==> config.mk <==
export PLATFORM = sky130hd
export DESIGN_NAME = rv_decode_ctrl_stage
export DESIGN_NICKNAME = d
export VERILOG_FILES = /design/src/rtl/rv_decode_ctrl_stage.sv
export SDC_FILE = /design/constraint.sdc
export NUM_CORES = 1
export LEC_CHECK = 0
export BUFFER_PORTS_ARGS = -buffer_cell sky130_fd_sc_hd__buf_2
export CAP_MARGIN = 20
export CORE_MARGIN = 2
export CORE_UTILIZATION = 50
export DETAILED_ROUTE_END_ITERATION = 7
export HOLD_SLACK_MARGIN = 0.03
export PLACE_DENSITY = 0.9
export SLEW_MARGIN = 20
export SYNTH_ARGS = -nofsm -noshare
export SYNTH_HDL_FRONTEND = slang
export SYNTH_SLANG_ARGS = --single-unit
==> constraint.sdc <==
create_clock -name clk -period 3.6 [get_ports clk]
set_input_delay 0.36 -clock clk [delete_from_list [all_inputs] [get_ports clk]]
set_output_delay 0.36 -clock clk [all_outputs]
set_load 0.01 [all_outputs]
==> src/rtl/rv_decode_ctrl_stage.sv <==
// Registered RV32I(+M) decode stage: builds the ID/EX control register and
// holds off fetch while a multi-cycle mul/div is in flight.
module rv_decode_ctrl_stage #(
  parameter bit          EN_MEXT = 1'b1,
  parameter int unsigned MUL_LAT = 2,
  parameter int unsigned DIV_LAT = 33
) (
  input  logic        clk,
  input  logic        rst,
  input  logic [31:0] instr_i,
  input  logic        valid_i,
  input  logic        stall_i,
  input  logic        flush_i,
  output logic        ready_o,
  output logic        busy_o,
  output logic        valid_e,
  output logic        reg_write_e,
  output logic        mem_write_e,
  output logic        alu_src_e,
  output logic        branch_e,
  output logic        jump_e,
  output logic        jal_jalr_sel_e,
  output logic        loadimm_sel_e,
  output logic        auipc_e,
  output logic [1:0]  result_src_e,
  output logic [4:0]  alu_control_e,
  output logic [2:0]  imm_src_e,
  output logic [2:0]  funct3_e,
  output logic        mdu_start_e,
  output logic [2:0]  mdu_op_e,
  output logic        illegal_e
);

  localparam int unsigned CNT_W = 8;

  localparam logic [6:0] OP_LOAD   = 7'b0000011;
  localparam logic [6:0] OP_STORE  = 7'b0100011;
  localparam logic [6:0] OP_REG    = 7'b0110011;
  localparam logic [6:0] OP_IMM    = 7'b0010011;
  localparam logic [6:0] OP_BRANCH = 7'b1100011;
  localparam logic [6:0] OP_JAL    = 7'b1101111;
  localparam logic [6:0] OP_JALR   = 7'b1100111;
  localparam logic [6:0] OP_LUI    = 7'b0110111;
  localparam logic [6:0] OP_AUIPC  = 7'b0010111;

  localparam logic [6:0] F7_BASE   = 7'b0000000;
  localparam logic [6:0] F7_ALT    = 7'b0100000;
  localparam logic [6:0] F7_MULDIV = 7'b0000001;

  localparam logic [2:0] IMM_I = 3'b000;
  localparam logic [2:0] IMM_S = 3'b001;
  localparam logic [2:0] IMM_B = 3'b010;
  localparam logic [2:0] IMM_J = 3'b011;
  localparam logic [2:0] IMM_U = 3'b100;

  localparam logic [1:0] RS_ALU = 2'b00;
  localparam logic [1:0] RS_MEM = 2'b01;
  localparam logic [1:0] RS_PC4 = 2'b10;
  localparam logic [1:0] RS_MDU = 2'b11;

  localparam logic [4:0] ALU_ADD = 5'b00000;
  localparam logic [4:0] ALU_SUB = 5'b00001;

  typedef struct packed {
    logic       valid;
    logic       reg_write;
    logic       mem_write;
    logic       alu_src;
    logic       branch;
    logic       jump;
    logic       jal_jalr_sel;
    logic       loadimm_sel;
    logic       auipc;
    logic [1:0] result_src;
    logic [4:0] alu_control;
    logic [2:0] imm_src;
    logic [2:0] funct3;
    logic       mdu_start;
    logic [2:0] mdu_op;
    logic       illegal;
  } ex_t;

  typedef enum logic {IDLE = 1'b0, BUSY = 1'b1} state_t;

  state_t           state_q, state_d;
  logic [CNT_W-1:0] cnt_q, cnt_d;
  ex_t              dec, ex_q;
  logic             accept;
  logic             m_issue;
  logic [6:0]       funct7;
  logic [2:0]       funct3;
  logic             unused_instr;

  assign funct7       = instr_i[31:25];
  assign funct3       = instr_i[14:12];
  assign unused_instr = ^{instr_i[24:15], instr_i[11:7]};

  // ALU op for a funct3, with the instr[30] sub/sra alternates
  function automatic logic [4:0] alu_code(input logic [2:0] f3, input logic use_sub,
                                          input logic use_sra);
    logic [4:0] code;
    case (f3)
      3'b000:  code = use_sub ? ALU_SUB : ALU_ADD;
      3'b001:  code = 5'b00100;
      3'b010:  code = 5'b00101;
      3'b011:  code = 5'b01000;
      3'b100:  code = 5'b01010;
      3'b101:  code = use_sra ? 5'b00111 : 5'b01110;
      3'b110:  code = 5'b00011;
      default: code = 5'b00010;
    endcase
    return code;
  endfunction

  // Main decode of the instruction presented by IF/ID
  always_comb begin
    dec        = '0;
    dec.valid  = 1'b1;
    dec.funct3 = funct3;
    case (instr_i[6:0])
      OP_LOAD: begin
        dec.reg_write  = 1'b1;
        dec.alu_src    = 1'b1;
        dec.result_src = RS_MEM;
        dec.imm_src    = IMM_I;
      end
      OP_STORE: begin
        dec.mem_write = 1'b1;
        dec.alu_src   = 1'b1;
        dec.imm_src   = IMM_S;
      end
      OP_REG: begin
        if (funct7 == F7_MULDIV) begin
          if (EN_MEXT) begin
            dec.reg_write  = 1'b1;
            dec.result_src = RS_MDU;
            dec.mdu_start  = 1'b1;
            dec.mdu_op     = funct3;
          end else begin
            dec.illegal = 1'b1;
          end
        end else if (funct7 == F7_BASE || funct7 == F7_ALT) begin
          dec.reg_write   = 1'b1;
          dec.alu_control = alu_code(funct3, instr_i[30], instr_i[30]);
        end else begin
          dec.illegal = 1'b1;
        end
      end
      OP_IMM: begin
        dec.reg_write   = 1'b1;
        dec.alu_src     = 1'b1;
        dec.imm_src     = IMM_I;
        dec.alu_control = alu_code(funct3, 1'b0, instr_i[30]);
      end
      OP_BRANCH: begin
        dec.branch      = 1'b1;
        dec.imm_src     = IMM_B;
        dec.alu_control = ALU_SUB;
      end
      OP_JAL: begin
        dec.jump       = 1'b1;
        dec.reg_write  = 1'b1;
        dec.result_src = RS_PC4;
        dec.imm_src    = IMM_J;
      end
      OP_JALR: begin
        dec.jump         = 1'b1;
        dec.reg_write    = 1'b1;
        dec.result_src   = RS_PC4;
        dec.alu_src      = 1'b1;
        dec.imm_src      = IMM_I;
        dec.jal_jalr_sel = 1'b1;
      end
      OP_LUI: begin
        dec.reg_write   = 1'b1;
        dec.alu_src     = 1'b1;
        dec.loadimm_sel = 1'b1;
        dec.imm_src     = IMM_U;
      end
      OP_AUIPC: begin
        dec.reg_write = 1'b1;
        dec.alu_src   = 1'b1;
        dec.auipc     = 1'b1;
        dec.imm_src   = IMM_U;
      end
      default: dec.illegal = 1'b1;
    endcase
  end

  assign ready_o = ~rst & ~stall_i & ~flush_i & (state_q == IDLE);
  assign accept  = valid_i & ready_o;
  assign m_issue = accept & dec.mdu_start;
  assign busy_o  = (state_q == BUSY);

  // MDU busy FSM next state; the countdown runs through stalls
  always_comb begin
    state_d = state_q;
    cnt_d   = cnt_q;
    case (state_q)
      IDLE: begin
        if (m_issue) begin
          state_d = BUSY;
          cnt_d   = funct3[2] ? CNT_W'(DIV_LAT) : CNT_W'(MUL_LAT);
        end
      end
      BUSY: begin
        if (flush_i || cnt_q <= CNT_W'(1)) begin
          state_d = IDLE;
          cnt_d   = '0;
        end else begin
          cnt_d = cnt_q - CNT_W'(1);
        end
      end
      default: begin
        state_d = IDLE;
        cnt_d   = '0;
      end
    endcase
  end

  // MDU FSM state register
  always_ff @(posedge clk) begin
    if (rst) begin
      state_q <= IDLE;
      cnt_q   <= '0;
    end else begin
      state_q <= state_d;
      cnt_q   <= cnt_d;
    end
  end

  // ID/EX register; a held copy drops mdu_start so the MDU fires once
  always_ff @(posedge clk) begin
    if (rst)                   ex_q           <= '0;
    else if (flush_i)          ex_q           <= '0;
    else if (stall_i)          ex_q.mdu_start <= 1'b0;
    else if (state_q == BUSY)  ex_q           <= '0;
    else if (accept)           ex_q           <= dec;
    else                       ex_q           <= '0;
  end

  assign valid_e        = ex_q.valid;
  assign reg_write_e    = ex_q.reg_write;
  assign mem_write_e    = ex_q.mem_write;
  assign alu_src_e      = ex_q.alu_src;
  assign branch_e       = ex_q.branch;
  assign jump_e         = ex_q.jump;
  assign jal_jalr_sel_e = ex_q.jal_jalr_sel;
  assign loadimm_sel_e  = ex_q.loadimm_sel;
  assign auipc_e        = ex_q.auipc;
  assign result_src_e   = ex_q.result_src;
  assign alu_control_e  = ex_q.alu_control;
  assign imm_src_e      = ex_q.imm_src;
  assign funct3_e       = ex_q.funct3;
  assign mdu_start_e    = ex_q.mdu_start;
  assign mdu_op_e       = ex_q.mdu_op;
  assign illegal_e      = ex_q.illegal;

endmodule

**Word-level counts from Yosys, hierarchy flattened**

Index checks and enable logic that the tools add are counted.

- Flip-flop bits (word level): 36
- Bits of input ports: 37
- Output and inout port bits: 29

- $add $sub $neg: 1
- Magnitude comparators: 1
- Equality and inequality tests: 18
- Mux-type cells: 34
- Bitwise gates (word level): 10
- Reduce and logical (&&, ||, !) cells: 11

Operator list:

| cell | number |
|---|---|
| $pmux W4 S7 | 2 |
| $mux W27 | 2 |
| $eq A7 B6 Y1 const B | 4 |
| $eq A7 B7 Y1 const B | 3 |
| $mux W8 | 2 |
| $pmux W8 S2 | 1 |
| $pmux W5 S3 | 1 |
| $eq A7 B5 Y1 const B | 2 |
| $mux W1 | 14 |
| $mux W4 | 3 |
| $pmux W3 S4 | 1 |
| $reduce_or A6 Y1 | 2 |
| $mux W5 | 2 |
| $eq A3 B3 Y1 const B | 3 |
| $le A8 B1 Y1 const B | 1 |
| $reduce_or A8 Y1 | 1 |
| $sub A8 B1 Y8 const B | 1 |
| $eq A7 B1 Y1 const B | 1 |
| $eq A7 B2 Y1 const B | 1 |
| $logic_not A7 Y1 | 1 |
| $eq A3 B2 Y1 const B | 2 |
| $mux W6 | 1 |
| $pmux W1 S2 | 3 |
| $pmux W2 S3 | 1 |
| other kinds (9) | 20 |

**Logic depth before layout (Yosys ltp)**

- Word-level depth: 8
- Depth in mapped cells: 9
- Gate-level depth less buffers: 7

**Least setup slack after synthesis**

No wires, ideal clock.

- Kind: input-to-reg
- Start point: input instr_i[28]
- End point: register cnt_q[3]
- Library setup time: 0.117 ns
- Data arrival time: 1.699 ns
- Data required time: 3.483 ns
- Path slack: 1.784 ns
- Cell stages on the path: 6
- Buffers on the path: 1
- Cells stage by stage: or4_4 > nor3b_2 > and4_1 > buf_6 > o22ai_1 > a32o_1

- Word-level cells in the longest chain between the ends: 5

Ends and longest elaborated chain:

| element | line | source |
|---|---|---|
| from (decl) | 10 | `input logic [31:0] instr_i,` |
| $eq A7 B1 Y1 | 133 | `if (funct7 == F7_MULDIV) begin` |
| $mux W4 | 133 |  |
| $mux W4 | 120 | `case (instr_i[6:0])` |
| $and A1 B1 Y1 | 192 | `assign m_issue = accept & dec.mdu_start;` |
| $ne A2 B2 Y1 (no source line) | -- |  |
| to (signal assigned) | 228 | `cnt_q <= cnt_d;` |
| to (decl) | 86 | `logic [CNT_W-1:0] cnt_q, cnt_d;` |

No other way between the ends.
A chain may end at the register's enable or synchronous reset.

**Worst setup path after layout**

- Start point: register state_q, in the netlist busy_o
- End point: register cnt_q[3]

- Word-level cells in the longest chain between the ends: 5
- Elaborated cells on any way between the ends: 6
- Those cells by class: eq/ne: 1; mux: 1; bitwise: 4

Ends and longest elaborated chain:

| element | line | source |
|---|---|---|
| from (decl) | 85 | `state_t state_q, state_d;` |
| from (signal assigned) | 227 | `state_q <= state_d;` |
| $not A1 Y1 | -- |  |
| $and A1 B1 Y1 | 190 | `assign ready_o = ~rst & ~stall_i & ~flush_i & (state_q == IDLE);` |
| $and A1 B1 Y1 | 191 | `assign accept = valid_i & ready_o;` |
| $and A1 B1 Y1 | 192 |  |
| $ne A2 B2 Y1 (no source line) | -- |  |

Several ways; a longest one is shown, not always the timed one.

==> reports/metrics.yaml <==
chipWidth_um: 62.1
synth_warnings: 0
utilization_pct: 59.8
grt_use_total_pct: 21.7
crit_chain: "nor4_4 -> and2_1 -> and4_1 -> o22ai_1 -> a32o_1"
timing_worst_slew_pin_value_ns: 0.662
finalClockSkew_ns: 0.00983
cts_max_path_buffers: 2
grt_first_pass_wirelength_mm: 6.82
area_used_by_sequential_logic_in_the_layout_um2: 701
drcViolationCount: 0
peakVddDrop_mv: 0.235
synthDominantAreaCellType: "sky130_fd_sc_hd__dfxtp_1"
cts_max_level: 2
synthesis.nets: 237
hold_path_class: "in2reg"
first_global_vias: 1507
post-cts-setup-buffers: 0
detail_route.vias_per_cell: 5.55
timing_worst_setup_path_type: "reg2reg"
place.port_buffers: 49
max_freq_ghz: 0.450
layout.filler_cells: 285
area_contributors_post_synth: "sky130_fd_sc_hd__dfxtp_1 42%, sky130_fd_sc_hd__nand2_1 5.8%, sky130_fd_sc_hd__nor2_1 4.9%"
insertion_delay_ns: 0.33
timing.hold.worst.start: "instr_i[3]"
synth.yosys.seq_area_share_pct: 41.5
final_hold_viol_count: 0
final-max-slew-violation-count: 0
regToRegStartpoint: "busy_o"
cp_slowest_cell: "sky130_fd_sc_hd__and4_1"
post-dp-hpwl_mm: 2.84
worst_setup_path_end_kind: "register"
hold_buffers: 0
final_setup_viols: 0
outcome: "finished, final reports clean"
grt_start_max_net_pins: 22
final.period_utilization_pct: 61.7
drt_pass1_iterations: 4
area_growth_syn_to_layout_pct: 16.3
num_antenna_cells: 0
nets: 282
routed_wirelength_mm: 3.80
fp.dieH_um: 62.1
numClockSinks: 35
cap_violations: 0
synthTopCellsByCount: "35 x sky130_fd_sc_hd__dfxtp_1, 26 x sky130_fd_sc_hd__nand2_1, 22 x sky130_fd_sc_hd__nor2_1, 14 x sky130_fd_sc_hd__a21oi_1, 9 x sky130_fd_sc_hd__o21ai_0"
antenna_found_initial: 0
final_antenna_net_count: 0
coreArea_mm2: 0.00328
clock_tree_from_tritoncts: "yes"
maxSlewHeadroom_pct: 55.8
post_synth.cell_area_avg_um2: 8.52
timing.critical_path.required_ns: 3.83
post_cts_resize_count: 0
std_cell_rows: 21
design.die.area_mm2: 0.00386
rsz_0062_raised_after_global_routing: "no"
timing.final.crit_period_ns: 2.22
gr-total-overflow: 0
multi_input_comb_area_um2: 891
timing.critical_path.from: "busy_o"
ioPinCount: 66
timing.critical_path.slowest_cell_delay_ns: 0.59
synth_enable_flop_cells: 0
initial_core_util_pct: 51.4
route.vias.total: 1609
drt-wirelength-per-cell_um: 13.1
post_synth_inst_count: 198
asyncSetResetFlopFracSynth_pct: 0
worst_setup_path_start_kind: "register"
detailedRoute.firstIterationViolations: 161
yosys_most_used_dff: "sky130_fd_sc_hd__dfxtp_1"
synth_seq_cells: 35
cellLeakagePower_uw: 0.000852
cell_with_the_most_instances_after_synthesis: "sky130_fd_sc_hd__dfxtp_1"
critical_path_fanouts_max: 14
crit_arrival_ns: 2.45
mappedNetlistArea_mm2: 0.00169
yosys.cell_types.count: 52
place.gp.congestion: 0.887
yosysTopAreaCellShare_pct: 41.5
clock_tree.root_cell: "sky130_fd_sc_hd__clkbuf_4"
power-per-cell-area_mw_per_mm2: 326
tritoncts.num_buffers: 5
cts.reportedPaths.clkPinSlew_ns: 0.11
layout-drive-gt1-share_pct: 25.8
fin_tns_setup_ns: 0
-- final timing paths --
path              slack, ns      endpoint  cells past startpoint
setup / recovery       1.38      cnt_q[3]                      5
hold / removal         0.34  imm_src_e[1]                      3
setup reg to reg       1.38      cnt_q[3]                      5
hold reg to reg        0.47   mem_write_e                      2
-- cell type report --
cell class                      count  share of cell area [%]
Sequential cell                    35                    35.7
Multi-Input combinational cell    147                    45.4
Tap cell                           46                    2.93
Timing Repair Buffer               49                    12.5
Clock inverter                      1                   0.255
Inverter                            5                   0.956
Clock buffer                        7                    2.29
-- stage by stage --
stage / total power [µW] / hold slack, ns / worst slack [ns] / instance area (µm²) / cells
floorplan: 425 / 0.463 / 1.78 / 1690 / 198
global placement: 446 / 0.439 / 1.25 / 1910 / 282
detailed placement: 447 / 0.443 / 1.17 / 1910 / 282
CTS: 645 / 0.334 / 1.38 / 1960 / 290
global route: 670 / 0.346 / 1.16 / 1960 / 290
finish: 640 / 0.343 / 1.38 / 1960 / 290
-- kinds of logic (layout without fill, tap and decap cells) --
family                   Yosys count  count (layout)  share of synthesized area, %
other                              1               1                         0.222
buffers and inverters             16              62                          5.71
AO/OA/AOI/OAI                     55              55                          22.4
adder cells (fa/ha/maj)            2               2                          1.48
AND/OR/NAND/NOR                   88              88                          28.1
flip-flops                        35              35                          41.5
multiplexers                       1               1                         0.593
-- cells in the final DEF, fill, tap and decap left out, types with 2 or more instances in the layout --
cell type,instances
sky130_fd_sc_hd__o22ai_1,2
sky130_fd_sc_hd__and3b_1,2
sky130_fd_sc_hd__a22o_1,3
sky130_fd_sc_hd__nor3_1,4
sky130_fd_sc_hd__and2_1,3
sky130_fd_sc_hd__a31oi_1,4
sky130_fd_sc_hd__a32oi_1,2
sky130_fd_sc_hd__a22oi_1,6
sky130_fd_sc_hd__and4_1,2
sky130_fd_sc_hd__or3_1,5
sky130_fd_sc_hd__nand2b_1,3
sky130_fd_sc_hd__o31ai_1,2
sky130_fd_sc_hd__and3_1,3
sky130_fd_sc_hd__a21oi_1,14
sky130_fd_sc_hd__inv_1,5
sky130_fd_sc_hd__buf_2,49
sky130_fd_sc_hd__ha_1,2
sky130_fd_sc_hd__clkbuf_4,5
sky130_fd_sc_hd__a311oi_1,3
sky130_fd_sc_hd__nor2_1,22
sky130_fd_sc_hd__nand2_1,26
sky130_fd_sc_hd__clkbuf_1,2
sky130_fd_sc_hd__nand3_1,4
sky130_fd_sc_hd__o21ai_0,9
sky130_fd_sc_hd__dfxtp_1,35
sky130_fd_sc_hd__a32o_1,2
-- report_power, final --
group | total (µW) | switching (µW) | internal [µW]
registers | 388 | 0.443 | 388
logic | 50.1 | 31.3 | 18.8
clock network | 202 | 126 | 76.2
total | 640 | 157 | 483
-- metal layers --
| metal | routed length (µm) | vias to the layer above | GRT usage (%) |
|---|---|---|---|
| met5 | 0 | - | 0 |
| met4 | 37 | 0 | 8.89 |
| met3 | 202 | 4 | 3.99 |
| met2 | 1860 | 50 | 36.0 |
| met1 | 1700 | 742 | 28.0 |
| li1 | - | 813 | - |
-- registers in the layout, summed over array words and instances, names as in the netlist --
| register | count |
|---|---|
| loadimm_sel_e | 1 |
| illegal_e | 1 |
| alu_control_e | 4 |
| imm_src_e | 3 |
| jal_jalr_sel_e | 1 |
| mdu_op_e | 3 |
| valid_e | 1 |
| alu_src_e | 1 |
| result_src_e | 2 |
| branch_e | 1 |
| mem_write_e | 1 |
| busy_o | 1 |
| cnt_q | 8 |
| funct3_e | 3 |
| auipc_e | 1 |
| mdu_start_e | 1 |
| reg_write_e | 1 |
| jump_e | 1 |
-- worst max-delay path, delay by kind of cell (launching register included) --
kind               cells  cell delay, ns
AOI/OAI and AO/OA      2            0.42
DFF                    1            0.45
and+or+nand+nor        3            1.23
No activity file was read; power rests on OpenSTA's default activity.
